[src/rtl/led_sclk_div_if.sv]
// Control and status bundle of the LED serial-clock divider.
// The master side programs ratio, polarity and bursts; the slave side is the divider itself.
interface led_sclk_div_if #(
   parameter int DIV_W = 8,
   parameter int CNT_W = 8
);
   logic             en;
   logic             cpol;
   logic [DIV_W-1:0] div_half;
   logic             div_load;
   logic             burst_start;
   logic [CNT_W-1:0] burst_len;
   logic             clkoutd;
   logic             rise_stb;
   logic             fall_stb;
   logic             busy;
   logic             burst_done;
   logic             lock;

   modport master (
      output en, cpol, div_half, div_load, burst_start, burst_len,
      input  clkoutd, rise_stb, fall_stb, busy, burst_done, lock
   );

   modport slave (
      input  en, cpol, div_half, div_load, burst_start, burst_len,
      output clkoutd, rise_stb, fall_stb, busy, burst_done, lock
   );
endinterface

[src/rtl/led_sclk_div.sv]
// Runtime-programmable serial clock divider with selectable idle level and counted bursts.
// Ratio updates wait for a period boundary so clkoutd never carries a runt phase.
module led_sclk_div #(
   parameter int DIV_W   = 8,
   parameter int CNT_W   = 8,
   parameter int RST_DIV = 25
) (
   input logic           clkin,
   input logic           reset,
   led_sclk_div_if.slave ctrl
);

   localparam logic [DIV_W-1:0] RST_H = (RST_DIV < 1) ? DIV_W'(1) : DIV_W'(RST_DIV);

   typedef enum logic [1:0] {
      IDLE  = 2'd0,
      FREE  = 2'd1,
      BURST = 2'd2
   } state_e;

   state_e           state_q, state_d;
   logic [DIV_W-1:0] cnt_q, cnt_d;
   logic [DIV_W-1:0] hActive_q, hActive_d;
   logic [DIV_W-1:0] pend_q, pend_d;
   logic             pendValid_q, pendValid_d;
   logic             lock_q, lock_d;
   logic             clk_q, clk_d;
   logic             polLatch_q, polLatch_d;
   logic [CNT_W-1:0] burstLen_q, burstLen_d;
   logic [CNT_W-1:0] periodCnt_q, periodCnt_d;
   logic             rise_q, rise_d;
   logic             fall_q, fall_d;
   logic             busy_q, busy_d;
   logic             done_q, done_d;
   logic             apply;

   // State register; reset restores the power-on ratio and drops any pending one.
   always_ff @(posedge clkin or posedge reset) begin
      if (reset) begin
         state_q     <= IDLE;
         cnt_q       <= '0;
         hActive_q   <= RST_H;
         pend_q      <= '0;
         pendValid_q <= 1'b0;
         lock_q      <= 1'b1;
         clk_q       <= 1'b0;
         polLatch_q  <= 1'b0;
         burstLen_q  <= '0;
         periodCnt_q <= '0;
         rise_q      <= 1'b0;
         fall_q      <= 1'b0;
         busy_q      <= 1'b0;
         done_q      <= 1'b0;
      end else begin
         state_q     <= state_d;
         cnt_q       <= cnt_d;
         hActive_q   <= hActive_d;
         pend_q      <= pend_d;
         pendValid_q <= pendValid_d;
         lock_q      <= lock_d;
         clk_q       <= clk_d;
         polLatch_q  <= polLatch_d;
         burstLen_q  <= burstLen_d;
         periodCnt_q <= periodCnt_d;
         rise_q      <= rise_d;
         fall_q      <= fall_d;
         busy_q      <= busy_d;
         done_q      <= done_d;
      end
   end

   // Next-state logic: half-period counting, boundary decisions and ratio hand-over.
   always_comb begin
      state_d     = state_q;
      cnt_d       = cnt_q;
      hActive_d   = hActive_q;
      pend_d      = pend_q;
      pendValid_d = pendValid_q;
      clk_d       = clk_q;
      polLatch_d  = polLatch_q;
      burstLen_d  = burstLen_q;
      periodCnt_d = periodCnt_q;
      rise_d      = 1'b0;
      fall_d      = 1'b0;
      done_d      = 1'b0;
      apply       = 1'b0;

      case (state_q)
         IDLE: begin
            clk_d = ctrl.cpol;
            apply = pendValid_q;
            if (ctrl.burst_start && (ctrl.burst_len != '0)) begin
               state_d     = BURST;
               polLatch_d  = ctrl.cpol;
               cnt_d       = '0;
               burstLen_d  = ctrl.burst_len;
               periodCnt_d = '0;
            end else if (ctrl.en) begin
               state_d    = FREE;
               polLatch_d = ctrl.cpol;
               cnt_d      = '0;
            end
         end
         FREE, BURST: begin
            if (cnt_q == hActive_q - DIV_W'(1)) begin
               clk_d  = ~clk_q;
               cnt_d  = '0;
               rise_d = ~clk_q;
               fall_d = clk_q;
               // A toggle back to the latched idle level closes the period.
               if (clk_q != polLatch_q) begin
                  apply = pendValid_q;
                  if (state_q == FREE) begin
                     if (!ctrl.en) state_d = IDLE;
                  end else begin
                     periodCnt_d = periodCnt_q + CNT_W'(1);
                     if (periodCnt_q + CNT_W'(1) == burstLen_q) begin
                        state_d = IDLE;
                        done_d  = 1'b1;
                     end
                  end
               end
            end else begin
               cnt_d = cnt_q + DIV_W'(1);
            end
         end
         default: state_d = IDLE;
      endcase

      if (apply) begin
         hActive_d   = (pend_q == '0) ? DIV_W'(1) : pend_q;
         pendValid_d = 1'b0;
      end
      if (ctrl.div_load) begin
         pend_d      = ctrl.div_half;
         pendValid_d = 1'b1;
      end
      lock_d = ~ctrl.div_load & ~pendValid_q;
      busy_d = (state_d == BURST);
   end

   assign ctrl.clkoutd    = clk_q;
   assign ctrl.rise_stb   = rise_q;
   assign ctrl.fall_stb   = fall_q;
   assign ctrl.busy       = busy_q;
   assign ctrl.burst_done = done_q;
   assign ctrl.lock       = lock_q;

endmodule
[src/flat_wrapper.sv]
// flat-port wrapper written by rule: the top's interface ports become plain ports
module led_sclk_div_flat 
#(
   parameter int DIV_W   = 8,
   parameter int CNT_W   = 8,
   parameter int RST_DIV = 25
)
  (clkin, reset, ctrl_en, ctrl_cpol, ctrl_div_half, ctrl_div_load, ctrl_burst_start, ctrl_burst_len, ctrl_clkoutd, ctrl_rise_stb, ctrl_fall_stb, ctrl_busy, ctrl_burst_done, ctrl_lock);
  led_sclk_div_if #(.DIV_W(DIV_W), .CNT_W(CNT_W)) ctrl_i ();
  input logic clkin;
  input logic reset;
  input wire logic [$bits(ctrl_i.en)-1:0] ctrl_en;
  input wire logic [$bits(ctrl_i.cpol)-1:0] ctrl_cpol;
  input wire logic [$bits(ctrl_i.div_half)-1:0] ctrl_div_half;
  input wire logic [$bits(ctrl_i.div_load)-1:0] ctrl_div_load;
  input wire logic [$bits(ctrl_i.burst_start)-1:0] ctrl_burst_start;
  input wire logic [$bits(ctrl_i.burst_len)-1:0] ctrl_burst_len;
  output wire logic [$bits(ctrl_i.clkoutd)-1:0] ctrl_clkoutd;
  output wire logic [$bits(ctrl_i.rise_stb)-1:0] ctrl_rise_stb;
  output wire logic [$bits(ctrl_i.fall_stb)-1:0] ctrl_fall_stb;
  output wire logic [$bits(ctrl_i.busy)-1:0] ctrl_busy;
  output wire logic [$bits(ctrl_i.burst_done)-1:0] ctrl_burst_done;
  output wire logic [$bits(ctrl_i.lock)-1:0] ctrl_lock;
  assign ctrl_i.en = ctrl_en;
  assign ctrl_i.cpol = ctrl_cpol;
  assign ctrl_i.div_half = ctrl_div_half;
  assign ctrl_i.div_load = ctrl_div_load;
  assign ctrl_i.burst_start = ctrl_burst_start;
  assign ctrl_i.burst_len = ctrl_burst_len;
  assign ctrl_clkoutd = ctrl_i.clkoutd;
  assign ctrl_rise_stb = ctrl_i.rise_stb;
  assign ctrl_fall_stb = ctrl_i.fall_stb;
  assign ctrl_busy = ctrl_i.busy;
  assign ctrl_burst_done = ctrl_i.burst_done;
  assign ctrl_lock = ctrl_i.lock;
  led_sclk_div #(.DIV_W(DIV_W), .CNT_W(CNT_W), .RST_DIV(RST_DIV)) u_core (.clkin(clkin), .reset(reset), .ctrl(ctrl_i));
endmodule
[config.mk]
export PLATFORM = sky130hd
export DESIGN_NAME = led_sclk_div_flat
export DESIGN_NICKNAME = d
export VERILOG_FILES = /design/src/rtl/led_sclk_div_if.sv /design/src/rtl/led_sclk_div.sv /design/src/flat_wrapper.sv
export SDC_FILE = /design/constraint.sdc
export NUM_CORES = 1
export LEC_CHECK = 0
export CORE_UTILIZATION = 48
export CTS_BUF_LIST = sky130_fd_sc_hd__clkbuf_2 sky130_fd_sc_hd__clkbuf_4 sky130_fd_sc_hd__clkbuf_8
export DETAILED_ROUTE_END_ITERATION = 7
export PLACE_DENSITY = 0.69
export SETUP_SLACK_MARGIN = 0.2
export SYNTH_ARGS = -nofsm -noshare
export SYNTH_HDL_FRONTEND = slang
export SYNTH_SLANG_ARGS = --single-unit
[constraint.sdc]
create_clock -name clkin -period 3.36 [get_ports clkin]
set_input_delay 0.672 -clock clkin [delete_from_list [all_inputs] [get_ports clkin]]
set_output_delay 0.672 -clock clkin [all_outputs]
set_load 0.1 [all_outputs]
After elaboration in Yosys (flattened, before gate mapping). Cells that the tools add are included.

Add/sub/neg operators: 3. Equal/unequal tests: 11. Muxes and demuxes: 36. Bitwise logic cells: 4. Reductions and logical operators: 13.

Operator list (number): $mux W8 (8); $pmux W8 S2 (2); $add A8 B1 Y8 const B (2); $eq A8 B8 Y1 (2); $mux W1 (16); $mux W2 (7); $logic_not A8 Y1 (1); $reduce_and A2 Y1 (4); $reduce_bool A8 Y1 (1); $sub A8 B1 Y8 const B (1); $ne A2 B1 Y1 const B (3); $reduce_bool A2 Y1 (3); $reduce_and A5 Y1 (1); $eq A2 B2 Y1 const B (2); $pmux W1 S2 (2); $pmux W2 S2 (1); $ne A3 B2 Y1 const B (1); $not A1 Y1 (3); $eq A2 B1 Y1 const B (1); $logic_not A2 Y1 (1); $ne A2 B2 Y1 const B (1); $reduce_or A2 Y1 (1); $and A1 B1 Y1 (1); $logic_and A1 B1 Y1 (1); $ne A1 B1 Y1 (1).

Bits in registers: 50. Input bits: 22. Output and inout bits: 6. Word-level logic and storage cells: 81.

Logic depth before layout (Yosys ltp).
Depth in word-level cells: 8. Depth in mapped cells: 10. Depth with buffers taken out: 9.

Worst setup path before layout. No wires, ideal clock.

Path type: reg-to-reg. Start point: register u_core.hActive_q[0]. End point: register u_core.hActive_q[1]. Setup time: 0.125 ns. Arrival: 2.538 ns. Data required time: 3.235 ns. Setup slack: 0.696 ns. Cell stages (with the launch flop): 11. Buffers on the path: 1. Period minus slack after synthesis: 2.664 ns. Cells stage by stage: dfstp_2 -> inv_1 -> ha_1 -> o21ba_2 -> a221oi_1 -> a41oi_1 -> a211oi_4 -> nand3_2 -> a211o_1 -> buf_6 -> mux2_4.

Cells in the longest elaborated chain, start to end: 4.

Ends and longest elaborated chain: start, declared (line led_sclk_div.sv:23) `logic [DIV_W-1:0] hActive_q, hActive_d;`; start signal, assigned (line led_sclk_div.sv:57) `hActive_q <= hActive_d;`; $sub A8 B1 Y8 (line led_sclk_div.sv:105) `if (cnt_q == hActive_q - DIV_W'(1)) begin`; $eq A8 B8 Y1 (line led_sclk_div.sv:105); $mux W1 (line led_sclk_div.sv:105); $pmux W1 S2 (line led_sclk_div.sv:88) `case (state_q)`.

No other way between the ends. A chain may end at the register's enable or synchronous reset.

Final worst setup path. Ends and elaborated chain as after synthesis.

==> flow_summary.toml <==
[detailed_routing]
route.detailed.drc = 0
count_of_nets_left_with_antenna_violations_after_detail_routing = 0
dr_wl_met2_um = 2280
detail_route.wl_per_cell_um = 14.3
top_signal_layer_used = "met4"
met3_wirelength_um = 154
wirelength_met1_um = 2820
vias = 2084
drt_first_pass_iters = 4
routed_wirelength_um = 5310
dr.first_iter.drc_count = 138
average_via_count_per_standard_cell = 5.62

[clocking]
tritoncts.num_buffers = 5
ctsResizeCount = 0
hold_buf_cts = 0
worst_setup_hold_path_clk_slew_ps = 90
later_pin_clock_latency_in_the_skew_report_ps = 300
ctsLongestPathBuffers = 2
clock-sinks = 50
cts_root_buffer = "sky130_fd_sc_hd__clkbuf_8"
cts_tree = "built"
htreeDepth = 2
post-cts-setup-buffers = 0

[global_routing]
globalRouteTotalUtil_pct = 19.9
grt_antenna_before_repair = 0
wire_length_of_the_first_global_routing_pass_um = 9610
grt-ovfl-total = 0
first_global_vias = 2026
largest_net_degree_at_the_start_of_global_routing = 29

[critical_path]
startpoint_type = "flop"
reg2regPathDepth = 9
setup.worst_path.end_class = "flop"
timing.critical_path.slowest_stage_cell = "sky130_fd_sc_hd__dfstp_2"
path_buf_inv = 1
timing.critical_path.fanout_max = 8
path_depth = 9
cp_top_family = "compound AO/OA/AOI/OAI gates"
worst_ep_arrival_time_ps = 3110
cpPeakStageDelay_ps = 580
worst-endpoint-required_ps = 3550
timing_worst_setup_path_type = "flop to flop"
timing.critical_path.cells = "inv_1 > ha_1 > o21ba_2 > a221oi_1 > a41oi_1 > a211oi_4 > nand3_2 > a211o_1 > mux2_4"

[yosys]
yosysUniqueCellTypes = 51
asyncSetResetFlopFracSynth_pct = 100
yosys.area.top_type_share_pct = 41.2
netlist_area_mm2 = 0.00279
ys_ff_latch = 50
synth_edf_count = 0
syn_inst = 267
synth.yosys.warnings = 0
synth_top_area_cell = "sky130_fd_sc_hd__dfrtp_1"
commonest_register_cell_after_synthesis = "sky130_fd_sc_hd__dfrtp_1"
ys_top_cells_by_area = "sky130_fd_sc_hd__dfrtp_1, sky130_fd_sc_hd__mux2_2, sky130_fd_sc_hd__dfstp_2"
postSynthNetCount = 295
synth_sequential_area_ratio_pct = 45.0
syn_area_per_cell_um2 = 10.5

[run_status]
status = "completed"

[die]
die-height_um = 78.3
floorplan.core_area_mm2 = 0.00554
chipWidth_um = 78.3
floorplan.io_pins = 28
dieArea_mm2 = 0.00612
num_rows = 27
starting_density_pct = 50.4

[layout]
post_route_cells_drive_above_1_share_pct = 18.4
syn_to_final_growth_pct = 16.8
mostFrequentLayoutCell = "sky130_fd_sc_hd__dfrtp_1"
layoutNonFillerInstCount = 371
final_core_util_pct = 58.9
seqCellArea_mm2 = 0.00126
fillCellCount = 493
nets = 326
multi_input_comb_area_mm2 = 0.00144
finalInstanceArea_mm2 = 0.00326
layout_common_cells = "sky130_fd_sc_hd__dfrtp_1, sky130_fd_sc_hd__clkdlybuf4s50_1, sky130_fd_sc_hd__mux2_2"
antennaDiodeCount = 0

[pwr]
worst_ir_drop_vdd_mv = 0.436
comb_power_share_pct = 48.6
power_leakage_nw = 1.37
intPower_mw = 1.60
pwr-share-seq_pct = 35.6
netSwitchingPower_mw = 1.08
netSwitchingFraction_pct = 40.4
p_clk_share_pct = 15.8
fin_total_pwr_mw = 2.68
power.density_cell_area_mw_per_mm2 = 822

[placement]
port-buffer-count = 27
placed_cells_incl_taps = 363
placed_cell_area_mm2 = 0.00315
gp_congestion = 0.795
place_ws_ps = 456
dp_hpwl_um = 3950

[timing]
final.min_clock_period_ps = 2920
timing_max_transition_violations_final = 0
min_period_over_period_pct = 86.9
setup-tns-final_ps = 0
relative_slew_slack_pct = 35.8
final.hold.worst_slack_ps = 413
rsz0062_at_grt = "no"
timing.final.hold_violations = 0
timing.final.ws_setup_ps = 439
clock_skew_ps = 8.42
max_slew.worst_pin.slew_ps = 960
fmaxAchievable_mhz = 342
final-setup-viol-count = 0

[run]
cap_violations = 0

[hold_path]
hold_path.class = "flop to flop"
holdPathStages = 1
[final cells by class]
type	count	area share, %
Clock inverter	3	1.38
Tap cell	72	2.76
Clock buffer	5	2.11
Timing Repair Buffer	32	9.29
Sequential cell	50	38.5
Multi-Input combinational cell	194	44.2
Inverter	15	1.73
[cells by family (layout without fill, tap and decap cells)]
family                   Yosys count  in the layout  share of synthesized area [%]
AO/OA/AOI/OAI                     62             62                           15.5
XOR/XNOR                          18             18                           5.65
adder cells (fa/ha/maj)            6              6                           2.69
buffers and inverters             23             55                           3.36
flip-flops                        50             50                           45.0
multiplexers                      29             29                           12.5
AND/OR/NAND/NOR                   79             79                           15.4
[state kept, by name, summed over array words and instances, names as in the netlist]
name,count
u_core.burstLen_q,8
u_core.cnt_q,8
u_core.ctrl.burst_done,1
u_core.ctrl.busy,1
u_core.ctrl.clkoutd,1
u_core.ctrl.fall_stb,1
u_core.ctrl.lock,1
u_core.ctrl.rise_stb,1
u_core.hActive_q,8
u_core.pendValid_q,1
u_core.pend_q,8
u_core.periodCnt_q,8
u_core.polLatch_q,1
u_core.state_q,2
[power groups by stage]
stage	registers, mW	logic, mW	clock network (mW)
final	0.954	1.30	0.424
after global routing	0.982	1.44	0.467
after CTS	0.951	1.30	0.440
after detailed placement	0.964	1.30	0
after global placement	0.955	1.28	0
after floorplan	1.02	0.938	0
[per-layer routing]
| metal | vias up | track usage [%] |
|---|---|---|
| met1 | 1009 | 29.2 |
| met4 | 0 | 6.48 |
| met5 | - | 0 |
| li1 | 1034 | - |
| met3 | 5 | 3.60 |
| met2 | 36 | 29.8 |
[cell usage after synthesis (2+ instances only)]
cell type / n
sky130_fd_sc_hd__nand4_1: 4
sky130_fd_sc_hd__a22o_1: 5
sky130_fd_sc_hd__or4_1: 2
sky130_fd_sc_hd__ha_1: 6
sky130_fd_sc_hd__nor2_1: 13
sky130_fd_sc_hd__a211oi_1: 2
sky130_fd_sc_hd__a211o_1: 2
sky130_fd_sc_hd__nand3_2: 2
sky130_fd_sc_hd__a31oi_1: 2
sky130_fd_sc_hd__nor3b_1: 2
sky130_fd_sc_hd__dfstp_2: 4
sky130_fd_sc_hd__o31ai_1: 7
sky130_fd_sc_hd__nor4_1: 6
sky130_fd_sc_hd__and2_1: 3
sky130_fd_sc_hd__nor3_1: 9
sky130_fd_sc_hd__mux2_2: 18
sky130_fd_sc_hd__xor2_1: 6
sky130_fd_sc_hd__mux2_4: 7
sky130_fd_sc_hd__nand3_1: 7
sky130_fd_sc_hd__dfrtp_1: 46
sky130_fd_sc_hd__xnor2_1: 12
sky130_fd_sc_hd__mux2i_1: 4
sky130_fd_sc_hd__o21ai_0: 17
sky130_fd_sc_hd__nand2_1: 17
sky130_fd_sc_hd__nor2b_1: 3
sky130_fd_sc_hd__a21oi_1: 8
sky130_fd_sc_hd__or2_2: 3
sky130_fd_sc_hd__clkbuf_1: 7
sky130_fd_sc_hd__a21o_1: 5
sky130_fd_sc_hd__inv_1: 15
sky130_fd_sc_hd__nand2b_1: 2
sky130_fd_sc_hd__o211ai_1: 2
[worst reg2reg max path: cells and delay by family (launching register included)]
kind            cells  cell delay [ps]
fa+ha+maj           1              260
compound gates      5             1420
simple gates        1              130
buf+inv             1               60
flops               1              580
mux                 1              360
[final timing paths]
path	startpoint	to	slack (ps)
worst max-delay path	u_core.hActive_q[0]$_DFFE_PP1P_	u_core.hActive_q[1]$_DFFE_PP0P_	440
worst min-delay path	u_core.pendValid_q$_DFFE_PP0P_	u_core.ctrl.lock$_DFF_PP1_	410
worst max register to register	u_core.hActive_q[0]$_DFFE_PP1P_	u_core.hActive_q[1]$_DFFE_PP0P_	440
worst min register to register	u_core.pendValid_q$_DFFE_PP0P_	u_core.ctrl.lock$_DFF_PP1_	410
max in group asynchronous	reset	u_core.hActive_q[4]$_DFFE_PP1P_	1880
min in group asynchronous	reset	u_core.pend_q[1]$_DFFE_PP0P_	700
No activity file was read; power rests on OpenSTA's default activity.
